==> src/rtl/four_way_mux_select_arbiter.sv <==
// Round-robin arbiter for a shared 4:1 mux: registered one-hot GRANT and matching SELECT,
// with a hold limit that forces rotation when another requester is waiting.
module four_way_mux_select_arbiter #(
    parameter int unsigned MAX_HOLD = 8,
    parameter int unsigned CNT_BITS = 8
) (
    input  logic       CLK,
    input  logic       RESET,
    input  logic [3:0] REQ,
    output logic [3:0] GRANT,
    output logic [1:0] SELECT,
    output logic       BUSY,
    output logic       PREEMPT
);

    localparam logic       ST_IDLE  = 1'b0;
    localparam logic       ST_OWNED = 1'b1;
    localparam logic [CNT_BITS-1:0] HOLD_MAX = CNT_BITS'(MAX_HOLD - 1);

    logic                state_q, state_d;
    logic [3:0]          grant_q, grant_d;
    logic [1:0]          select_q, select_d;
    logic                busy_q, busy_d;
    logic                preempt_q, preempt_d;
    logic [1:0]          last_q, last_d;
    logic [CNT_BITS-1:0] cnt_q, cnt_d;

    logic [3:0]          search_req;
    logic [1:0]          search_start;
    logic [2:0]          pick;

    // Returns {found, index} of the first set bit at start, start+1, ... modulo 4.
    function automatic logic [2:0] rr_pick(input logic [3:0] req, input logic [1:0] start);
        logic [2:0] res;
        logic [1:0] idx;
        res = 3'b000;
        for (int i = 3; i >= 0; i--) begin
            idx = start + 2'(i);
            if (req[idx]) begin
                res = {1'b1, idx};
            end
        end
        return res;
    endfunction

    always_comb begin
        if (state_q == ST_OWNED) begin
            search_req   = REQ & ~grant_q;
            search_start = select_q + 2'd1;
        end else begin
            search_req   = REQ;
            search_start = last_q + 2'd1;
        end
        pick = rr_pick(search_req, search_start);
    end

    always_comb begin
        state_d   = state_q;
        grant_d   = grant_q;
        select_d  = select_q;
        busy_d    = busy_q;
        preempt_d = 1'b0;
        last_d    = last_q;
        cnt_d     = cnt_q;

        unique case (state_q)
            ST_IDLE: begin
                if (pick[2]) begin
                    grant_d  = 4'b0001 << pick[1:0];
                    select_d = pick[1:0];
                    last_d   = pick[1:0];
                    cnt_d    = '0;
                    busy_d   = 1'b1;
                    state_d  = ST_OWNED;
                end
            end
            ST_OWNED: begin
                if (!REQ[select_q]) begin
                    if (pick[2]) begin
                        grant_d  = 4'b0001 << pick[1:0];
                        select_d = pick[1:0];
                        last_d   = pick[1:0];
                        cnt_d    = '0;
                    end else begin
                        grant_d = 4'b0000;
                        busy_d  = 1'b0;
                        state_d = ST_IDLE;
                    end
                end else if (cnt_q < HOLD_MAX) begin
                    cnt_d = cnt_q + CNT_BITS'(1);
                end else if (pick[2]) begin
                    grant_d   = 4'b0001 << pick[1:0];
                    select_d  = pick[1:0];
                    last_d    = pick[1:0];
                    cnt_d     = '0;
                    preempt_d = 1'b1;
                end else begin
                    // Saturate so the first competing request preempts immediately.
                    cnt_d = HOLD_MAX;
                end
            end
            default: begin
                state_d = ST_IDLE;
            end
        endcase
    end

    always_ff @(posedge CLK) begin
        if (RESET) begin
            state_q   <= ST_IDLE;
            grant_q   <= 4'b0000;
            select_q  <= 2'b00;
            busy_q    <= 1'b0;
            preempt_q <= 1'b0;
            last_q    <= 2'd3;
            cnt_q     <= '0;
        end else begin
            state_q   <= state_d;
            grant_q   <= grant_d;
            select_q  <= select_d;
            busy_q    <= busy_d;
            preempt_q <= preempt_d;
            last_q    <= last_d;
            cnt_q     <= cnt_d;
        end
    end

    assign GRANT   = grant_q;
    assign SELECT  = select_q;
    assign BUSY    = busy_q;
    assign PREEMPT = preempt_q;

endmodule

==> config.mk <==
export PLATFORM = sky130hd
export DESIGN_NAME = four_way_mux_select_arbiter
export DESIGN_NICKNAME = d
export VERILOG_FILES = /design/src/rtl/four_way_mux_select_arbiter.sv
export SDC_FILE = /design/constraint.sdc
export NUM_CORES = 1
export LEC_CHECK = 0
export ABC_CLOCK_PERIOD_IN_PS = 4000
export CAP_MARGIN = 20
export CELL_PAD_IN_SITES_DETAIL_PLACEMENT = 1
export CELL_PAD_IN_SITES_GLOBAL_PLACEMENT = 2
export CORE_MARGIN = 2
export CORE_UTILIZATION = 33
export CTS_CLUSTER_DIAMETER = 80
export DETAILED_ROUTE_END_ITERATION = 8
export PLACE_DENSITY = 0.92
export SETUP_SLACK_MARGIN = 0.02
export SYNTH_ARGS = -nofsm -noshare
export SYNTH_HDL_FRONTEND = slang
export SYNTH_SLANG_ARGS = --single-unit
==> constraint.sdc <==
create_clock -name CLK -period 4 [get_ports CLK]
set_input_delay 0.8 -clock CLK [delete_from_list [all_inputs] [get_ports CLK]]
set_output_delay 0.8 -clock CLK [all_outputs]
set_load 0.1 [all_outputs]
==> metrics.md, run 1 <==
| Metric | Value |
|---|---|
| Post-route cell area | 1116 µm² |
| CP max stage delay | roughly 1200 ps |
| Io pins | 14 |
| Share of layout cells above drive strength 1 | 0.1111 |
| Num Clock Sinks | 19 |
| Sequential Power Share | 0.425 |
| Number of global-route vias before repair | 897 |
| Port bufs | 13 |
| Core box area | 2734 µm² |
| CTS tree | yes |
| RSZ-0062 raised after global routing | false |
| Post-Syn Instances | 113 |
| Area Overhead vs Synth | 18.30% |
| Die Ht | 57.47 µm |
| Nets | 134 |
| Number of cell rows | 19 |
| Placed Area | between 1000 and 1500 µm² |
| Max VDD drop | 284.4 µV |
| Clock power frac | 0.208 |
| Post-synth net total | 120 |
| Clock Tree Buf Depth | 2 |
| Setup repair bufs after CTS | 0 |
| Yosys top cell by area | dfxtp_1 |
| Max cap viols | 0 |
| Max H-tree Level | 1 |
| Worst hold-check path type | reg2reg |
| Cells after DPL | 153 |
| Final worst-path setup slack | around 1300 ps |
| Post-synth top flop | dfxtp_1 |
| Clock slew at reported path FFs | approximately 120 ps |
| Largest net degree at the start of global routing | 17 |
| Gp weighted congestion | approximately 0.86 |
| Yosys top cell area share | 0.4032 |
| PwrDens | 466.9 nW/µm² |
| Pleak | 0.4128 nW |
| Max Slew Vio Count | 0 |
| Syn Area/Cell | about 8.3 µm² |
| Synth Register Bits | 19 |
| Global-route wire length before repair | 4.077 mm |
| Finish-stage setup viols | 0 |
| Yosys warns | 0 |
| Startpoint Class | flop |
| Pre-CTS WS | 1045 ps |
| CTS Buf Count | 3 |
| Clock root buffer | clkbuf_4 |
| WL per Instance | 15.13 µm |
| Critical Path Stages | 1 |
| Max frequency | 366.5 MHz |
| Initial antenna violation count | 0 |
| Endpoint class of the critical path | primary output |
| Worst-Skew Late Latency | between 300 and 400 ps |
| Cell area after synthesis | 943.4 µm² |
| WP data required | 3200 ps |
| Hold buffers post-CTS | 0 |
| Sw frac | 0.4240 |
| Hpwl dp | 1.802 mm |
| Post-synth EDFFs | 0 |
| Non-Filler Instances | between 150 and 200 |
| NetSw | 0.2210 mW |
| Final Total Pwr | 0.5211 mW |
| GRT Total Usage | 0.1572 |
| Final setup TNS | 0 ps |
| Post-synth ARST share | 0 |
| Chip Width | 57.47 µm |
| CP Cell Sequence | clkdlybuf4s50_1 |
| Period utilization | 0.6822 |
| Vias/cell | 5.529 |
| Final Util | 0.4082 |
| Actual slew at the worst max-slew pin | 971.8 ps |
| CP bufs+invs | 1 |
| Initial Util | 0.3451 |
| Fin crit period | around 2700 ps |
| Die Footprint | 3302 µm² |
| Synth top area cells | dfxtp_1 (40%), a21oi_1 (7.4%), nor2_1 (5.6%), nand2_1 (4.4%), o21ai_0 (3.7%) |
| GRT overflow | 0 |
| # diodes | 0 |
| CP Data Arrival Time | 1930 ps |
| Final wirelength | 2.376 mm |
| 1st-iter DRT viols | 11 |
| Max_slew headroom | 0.3501 |
| Slowest CP cell | clkdlybuf4s50_1 |
| Outcome | finished, final reports clean |
| Final hold violations | 0 |
| Worst Skew | 1.117 ps |
| Drt pass-1 iters | 4 |
| Gate power share | 0.366 |
| DRC Markers | 0 |
| WHS | 483.5 ps |
| Seq/Total Area, Yosys | 0.4032 |
| Post_cts resized | 0 |
| Count of different cell masters after synthesis | 34 |
| Worst Hold Depth | 1 |
| Largest fanout on the critical path | 5 |
| Internal power | roughly 0.30 mW |
| Detail Route Antenna Nets | 0 |
| CP delay by family, top | buffers and inverters |
| CP Class | reg2out |
| Worst-case reg-to-reg path depth | 5 |
| Vias | 868 |
cell type report:
cell class	instances	area [µm²]
Clock inverter	1	7.507
Timing Repair Buffer	13	130.1
Inverter	2	7.507
Tap cell	31	38.79
Sequential cell	19	380.4
Multi-Input combinational cell	88	529.3
Clock buffer	3	22.52
Fill cell	329	1618
power by group through the flow:
stage               Clock, mW  Sequential [mW]  Combinational, mW
finish                  0.109            0.222              0.191
global route            0.117            0.224              0.206
CTS                     0.112            0.222              0.192
detailed placement          0            0.226              0.191
global placement            0            0.225              0.189
floorplan                   0            0.287             0.0830
path summary, 6_finish.rpt:
kind / startpoint / end / slack (ps)
setup / recovery: SELECT[0]$_SDFFE_PP0P_ / SELECT[0] / 1270
hold / removal: cnt_q[4]$_SDFF_PP0_ / cnt_q[4]$_SDFF_PP0_ / 480
setup reg to reg: state_q$_SDFF_PP0_ / SELECT[1]$_SDFFE_PP0P_ / 1780
hold reg to reg: cnt_q[4]$_SDFF_PP0_ / cnt_q[4]$_SDFF_PP0_ / 480
sequential cells by signal (all words and copies together), names as in the netlist:
name     flops
BUSY         1
GRANT        4
PREEMPT      1
SELECT       2
cnt_q        8
last_q       2
state_q      1
metal layers:
layer	vias to the layer above	GRT usage	part of all wire
li1	432	-	-
met1	414	0.1955	0.46
met2	15	0.2646	0.49
met3	7	0.03175	0.028
met4	0	0.06312	0.021
met5	-	0	0
cells in the mapped netlist, drive strengths merged (2+ instances only):
master  instances
a21bo           2
a21boi          4
a21oi          15
and2            5
buf             2
clkbuf          2
dfxtp          19
inv             2
mux2            2
nand2          11
nand3           4
nor2           14
nor3            6
nor4            2
o21ai           8
kinds of logic (layout without fill, tap and decap cells):
| group | Yosys count | count (layout) | synth area share |
|---|---|---|---|
| compound gates | 37 | 37 | 0.2586 |
| fa+ha+maj | 1 | 1 | 0.01326 |
| buf+inv | 6 | 19 | 0.03582 |
| flops | 19 | 19 | 0.4032 |
| mux | 4 | 4 | 0.05835 |
| simple gates | 46 | 46 | 0.2308 |
cell usage in the layout, fill, tap and decap left out, drive strengths merged, types with 2 or more instances in the layout:
| cell type | count |
|---|---|
| inv | 2 |
| nor3 | 6 |
| o21ai | 8 |
| nor4 | 2 |
| nand2 | 11 |
| a21bo | 2 |
| dfxtp | 19 |
| clkdlybuf4s50 | 13 |
| clkbuf | 3 |
| nand3 | 4 |
| nor2 | 14 |
| a21boi | 4 |
| mux2 | 2 |
| and2 | 5 |
| a21oi | 15 |
(Power assumes the default switching activity.)
==> inputs of run 2 (changes only) <==
ABC_CLOCK_PERIOD_IN_PS = 2600   (was 4000)
CORE_UTILIZATION = 31   (was 33)
PLACE_DENSITY = 0.88   (was 0.92)
clock period = 2.6 ns   (was 4 ns; I/O delays follow)
==> metrics.md, run 2 (synthesis gave the netlist of run 1 again) <==
| Metric | Value |
|---|---|
| Clock slew at reported path FFs | 120 ps (about the same) |
| Core box area | 2978 µm² (was 2734 µm²) |
| Die Ht | 59.17 µm (was 57.47 µm) |
| Clock root buffer | clkbuf_4 (unchanged) |
| Die Footprint | 3501 µm² (was 3302 µm²) |
| Largest reg by FF count | cnt_q (unchanged) |
| Placed Area | 1115 µm² (was 1086 µm²) |
| CTS tree | yes (unchanged) |
| Sw frac | 0.4155 (was 0.4240) |
| Post-route cell area | 1145 µm² (was 1116 µm²) |
| Cells after DPL | 161 (was 153) |
| Actual slew at the worst max-slew pin | 539.2 ps (was 971.8 ps) |
| Setup repair bufs after CTS | 0 (unchanged) |
| Internal power | 0.4685 mW (was 0.3002 mW) |
| Hold buffers post-CTS | 0 (unchanged) |
| Share of layout cells above drive strength 1 | 0.2197 (was 0.1111) |
| Final setup TNS | 0 ps (unchanged) |
| Sequential Power Share | 0.427 (was 0.425) |
| Post_cts resized | 0 (unchanged) |
| FF/Latch Area | 381.6 µm² (was 380.4 µm²) |
| Port bufs | 13 (unchanged) |
| Endpoint class of the critical path | flop (was primary output) |
| WL per Instance | 15.04 µm (was 15.13 µm) |
| Area Overhead vs Synth | 21.35% (was 18.30%) |
| Initial antenna violation count | 0 (unchanged) |
| Max H-tree Level | 1 (unchanged) |
| CP max stage delay | 500 ps (was 1170 ps) |
| # diodes | 0 (unchanged) |
| DRC Markers | 0 (unchanged) |
| Detail Route Antenna Nets | 0 (unchanged) |
| PwrDens | 700.2 nW/µm² (was 466.9 nW/µm²) |
| CP Data Arrival Time | 2350 ps (was 1930 ps) |
| Commonest non-fill, non-tap cell in the layout | dfxtp_1 (unchanged) |
| Vias/cell | 5.376 (was 5.529) |
| Fin crit period | 2153 ps |
| CP bufs+invs | 1 (unchanged) |
| Nets | 140 (was 134) |
| GRT overflow | 0 (unchanged) |
| Max_slew headroom | 0.6360 (was 0.3501) |
| Worst hold-check path type | reg2reg (unchanged) |
| Max reg flops | 8 (unchanged) |
| Io pins | 14 (unchanged) |
| Slowest CP cell | mux4_2 (was clkdlybuf4s50_1) |
| Number of global-route vias before repair | 921 (was 897) |
| Vias | 887 (was 868) |
| Gp weighted congestion | 0.8879 (was 0.8619) |
| Number of cell rows | 20 (was 19) |
| Largest net degree at the start of global routing | 14 (was 17) |
| Final wirelength | 2.482 mm (was 2.376 mm) |
| Clock power frac | 0.197 (was 0.208) |
| Pleak | 0.4558 nW (was 0.4128 nW) |
| Global-route wire length before repair | 4.319 mm (was 4.077 mm) |
| Max Slew Vio Count | 0 (unchanged) |
| Non-Filler Instances | 165 (was 157) |
| CP Class | in2reg (was reg2out) |
| CTS Buf Count | 3 (unchanged) |
| Max VDD drop | 338.5 µV (was 284.4 µV) |
| Max cap viols | 0 (unchanged) |
| NetSw | 0.3330 mW (was 0.2210 mW) |
| Drt pass-1 iters | 4 (unchanged) |
| 1st-iter DRT viols | 16 (was 11) |
| CP delay by family, top | simple AND/OR/NAND/NOR gates (was buffers and inverters) |
| Worst-Skew Late Latency | 300 ps (was 310 ps) |
| WP data required | 2790 ps (was 3200 ps) |
| Hpwl dp | 1.965 mm (was 1.802 mm) |
| Final hold violations | 0 (unchanged) |
| Finish-stage setup viols | 0 (unchanged) |
| Startpoint Class | primary input (was flop) |
| Outcome | finished, final reports clean (unchanged) |
| Worst Skew | 4.316 ps (was 1.117 ps) |
| RSZ-0062 raised after global routing | false (unchanged) |
| Fill cell count | 373 (was 329) |
| Clock Tree Buf Depth | 2 (unchanged) |
| Initial Util | 0.3168 (was 0.3451) |
| Max frequency | around 460 MHz |
| Num Clock Sinks | 19 (unchanged) |
| CP Cell Sequence | clkdlybuf4s50_1 -> mux4_2 -> nand2_1 -> o21ai_2 -> nor4_1 -> o21bai_1 (was clkdlybuf4s50_1) |
| GRT Total Usage | 0.1632 (was 0.1572) |
| Chip Width | 59.17 µm (was 57.47 µm) |
| Area occupied by multi-input gates | 529.3 µm² (unchanged) |
| Gate power share | 0.376 (was 0.366) |
| Period utilization | 0.8281 |
| Most frequent cells in the layout | dfxtp_1 (18), a21oi_1 (14), nor2_1 (14), buf_4 (14), nand2_1 (11) (was dfxtp_1 (19), a21oi_1 (14), nor2_1 (14)) |
| WHS | 479.9 ps (was 483.5 ps) |
| Largest fanout on the critical path | 7 (was 5) |
[run 2: cell count changes in the layout (fill, tap and decap cells not counted)]
cell             change
clkdlybuf4s50_1      -8
buf_4               +14
dfxtp_2              +1
dfxtp_1              -1
[run 2: per-stage QoR]
stage / power [mW] / util / setup slack (ps)
finish: 0.8016 / 0.3845 / 447.1
global route: 0.8541 / 0.3845 / 281.5
CTS: 0.8107 / 0.3845 / 446.9
detailed placement: 0.6517 / 0.3744 / 123.9
global placement: 0.6468 / 0.3744 / 183.4
floorplan: 0.5704 / - / 67.73
[run 2: final cells by class]
type / instances / area share
Clock inverter: 1 / 0.006557
Multi-Input combinational cell: 88 / 0.4623
Sequential cell: 19 / 0.3333
Clock buffer: 3 / 0.01967
Inverter: 2 / 0.006557
Tap cell: 33 / 0.03607
Timing Repair Buffer: 19 / 0.1355
[run 2: tightest hold or removal path: cells and delay by family, from the launching register on]
kind	cells	cell delay, ps
AND/OR/NAND/NOR	1	50
AO/OA/AOI/OAI	1	60
flip-flops	1	340
[run 2: power groups by stage]
stage                     Combinational (mW)  Sequential, mW  Clock [mW]
after floorplan                        0.128           0.443           0
after global placement                 0.299           0.348           0
after detailed placement               0.303           0.349           0
after CTS                              0.304           0.342       0.165
after global routing                   0.327           0.347       0.180
final                                  0.301           0.342       0.158
[run 2: routing by layer]
metal	vias up	GRT usage	wire length, µm
met2	7	0.2905	1283
met3	2	0.02620	49
met4	0	0.05844	21
li1	443	-	-
met1	435	0.1968	1127
met5	-	0	0
[run 2: path summary, 6_finish.rpt]
check,start,endpoint,slack [ps],cells after the start
hold / removal,last_q[1]$_SDFFE_PP1P_,last_q[1]$_SDFFE_PP1P_,480,2
hold reg to reg,last_q[1]$_SDFFE_PP1P_,last_q[1]$_SDFFE_PP1P_,480,2
setup reg to reg,state_q$_SDFF_PP0_,GRANT[0]$_SDFFE_PP0N_,450,6
setup / recovery,REQ[3],last_q[0]$_SDFFE_PP1P_,450,6
==> inputs of run 3 (changes only) <==
ABC_CLOCK_PERIOD_IN_PS = 2000   (was 2600)
clock period = 2 ns   (was 2.6 ns; I/O delays follow)
==> metrics.md, run 3 (synthesis gave the netlist of run 1 again) <==
| Metric | Value |
|---|---|
| Drt pass-1 iters | 4 (unchanged) |
| Fin crit period | 1918 ps |
| CP Data Arrival Time | 2090 ps (was 2350 ps) |
| Largest fanout on the critical path | 5 (was 7) |
| 1st-iter DRT viols | 36 (was 16) |
| End point of the critical path | SELECT[1]$_SDFFE_PP0P_ (was last_q[0]$_SDFFE_PP1P_) |
| Internal power | 0.6510 mW (was 0.4685 mW) |
| Global-route wire length before repair | 4.471 mm (was 4.319 mm) |
| Largest net degree at the start of global routing | 12 (was 14) |
| Number of global-route vias before repair | 971 (was 921) |
| Startpoint Class | primary input (unchanged) |
| Vias/cell | 5.388 (was 5.376) |
| Clock root buffer | clkbuf_4 (unchanged) |
| Setup repair bufs after CTS | 0 (unchanged) |
| Port bufs | 13 (unchanged) |
| DRC Markers | 0 (unchanged) |
| Final wirelength | 2.651 mm (was 2.482 mm) |
| Max_slew headroom | 0.6524 (was 0.6360) |
| Chip Width | 59.17 µm (unchanged) |
| Cells after DPL | 174 (was 161) |
| Crit. Startpoint | REQ[3] (unchanged) |
| GRT Total Usage | 0.1695 (was 0.1632) |
| Max frequency | 521.3 MHz |
| Commonest non-fill, non-tap cell in the layout | buf_4 (was dfxtp_1) |
| Num Clock Sinks | 19 (unchanged) |
| Max VDD drop | 316.0 µV (was 338.5 µV) |
| Detail Route Antenna Nets | 0 (unchanged) |
| Reg-to-reg endpoint | SELECT[1]$_SDFFE_PP0P_ (was GRANT[0]$_SDFFE_PP0N_) |
| CTS tree | yes (unchanged) |
| Gp weighted congestion | 0.8506 (was 0.8879) |
| Hpwl dp | 2.132 mm (was 1.965 mm) |
| Area Overhead vs Synth | 33.95% (was 21.35%) |
| Sequential Power Share | 0.411 (was 0.427) |
| Share of layout cells above drive strength 1 | 0.3448 (was 0.2197) |
| Non-Filler Instances | 178 (was 165) |
| Max Slew Vio Count | 0 (unchanged) |
| CP Class | in2reg (unchanged) |
| Nets | 153 (was 140) |
| PwrDens | 863.7 nW/µm² (was 700.2 nW/µm²) |
| Initial Util | 0.3168 (unchanged) |
| Worst-case reg-to-reg path depth | 5 (was 6) |
| Gate power share | 0.412 (was 0.376) |
| # diodes | 0 (unchanged) |
| Initial antenna violation count | 0 (unchanged) |
| Worst-Skew Late Latency | 300 ps (about the same) |
| CTS Buf Count | 3 (unchanged) |
| GRT overflow | 0 (unchanged) |
| Pleak | 0.5264 nW (was 0.4558 nW) |
| Fill cell count | 358 (was 373) |
| WHS | 476.2 ps (was 479.9 ps) |
| Io pins | 14 (unchanged) |
| Core box area | 2978 µm² (unchanged) |
| Max H-tree Level | 1 (unchanged) |
| Max reg flops | 8 (unchanged) |
| Endpoint class of the critical path | flop (unchanged) |
| Max cap viols | 0 (unchanged) |
| Outcome | finished, final reports clean (unchanged) |
| Die Footprint | 3501 µm² (unchanged) |
| Vias | 959 (was 887) |
| Largest reg by FF count | cnt_q (unchanged) |
| Clock Tree Buf Depth | 2 (unchanged) |
| Most frequent cells in the layout | buf_4 (27), a21oi_1 (14), nor2_1 (14) (was dfxtp_1 (18), a21oi_1 (14), nor2_1 (14), buf_4 (14), nand2_1 (11)) |
| Die Ht | 59.17 µm (unchanged) |
| WL per Instance | 14.89 µm (was 15.04 µm) |
| Period utilization | 0.9591 |
| Clock slew at reported path FFs | 110 ps (was 120 ps) |
| Finish-stage setup viols | 0 (unchanged) |
| Worst Skew | 1.542 ps (was 4.316 ps) |
| Sw frac | 0.4036 (was 0.4155) |
| Final hold violations | 0 (unchanged) |
| RSZ-0062 raised after global routing | false (unchanged) |
| Actual slew at the worst max-slew pin | 513.3 ps (was 539.2 ps) |
| Clock power frac | 0.177 (was 0.197) |
| NetSw | 0.4405 mW (was 0.3330 mW) |
| Reg-to-reg slack, setup | 180 ps (was 450 ps) |
| Worst hold-check path type | reg2reg (unchanged) |
| Worst Hold Depth | 1 (was 2) |
| WP data required | 2170 ps (was 2790 ps) |
| Critical R2R Launch | state_q$_SDFF_PP0_ (unchanged) |
| Number of cell rows | 20 (unchanged) |
run 3: changes by cell type in the layout (fill, tap and decap cells not counted), moves of 2 or more:
cell,change
buf_4,+13
dfxtp_1,-6
dfxtp_4,+4
dfxtp_2,+2
run 3: final cells by class:
cell class | count | area [µm²] | area share
multi-input cells | 88 | 535.5 | 0.4238
repair buffers | 32 | 252.7 | 0.2000
clock buffers | 3 | 22.52 | 0.01782
inverters | 2 | 7.507 | 0.005941
flip-flops and latches | 19 | 399.1 | 0.3158
clock inverters | 1 | 5.005 | 0.003960
well taps | 33 | 41.29 | 0.03267
run 3: worst min-delay path by stage:
stage                             start             endpoint
floorplan           cnt_q[6]$_SDFF_PP0_  cnt_q[6]$_SDFF_PP0_
global placement    cnt_q[6]$_SDFF_PP0_  cnt_q[6]$_SDFF_PP0_
detailed placement  cnt_q[7]$_SDFF_PP0_  cnt_q[7]$_SDFF_PP0_
CTS                 cnt_q[7]$_SDFF_PP0_  cnt_q[7]$_SDFF_PP0_
global route        cnt_q[7]$_SDFF_PP0_  cnt_q[7]$_SDFF_PP0_
finish              cnt_q[7]$_SDFF_PP0_  cnt_q[7]$_SDFF_PP0_
run 3: worst max-delay path: stages:
cell and delay [ps]:
clkdlybuf4s50_1 430, a21boi_0 180, or4_4 610, o21a_2 180
o311ai_1 170, a21oi_1 120
run 3: power groups by stage:
stage,logic [mW],registers [mW],clock network (mW)
after floorplan,0.166,0.580,0
after detailed placement,0.446,0.457,0
after global routing,0.480,0.455,0.227
after global placement,0.437,0.455,0
final,0.449,0.449,0.193
after CTS,0.449,0.449,0.202
run 3: metrics by stage:
step	area, µm²	TNS [ps]	util	setup WS, ps	power [mW]
global placement	1229	-3338	0.4126	-264.1	0.8926
finish	1264	0	0.4244	81.71	1.091
detailed placement	1229	-4310	0.4126	-361.5	0.9025
global route	1264	0	0.4244	29.39	1.162
CTS	1262	0	0.4240	72.33	1.101
floorplan	960.9	0	-	21.89	0.7457
run 3: routing by layer:
metal,vias up,GRT usage,wire length (µm)
li1,472,-,-
met5,-,0,0
met4,0,0.08117,61
met1,461,0.1968,1195
met3,7,0.03712,96
met2,19,0.2937,1297
run 3: what timing repair did:
| action | in CTS | in global routing |
|---|---|---|
| hold buffers | 0 | 0 |
| resized for setup | 3 | 1 |
| setup endpoints to repair | 6 | 2 |
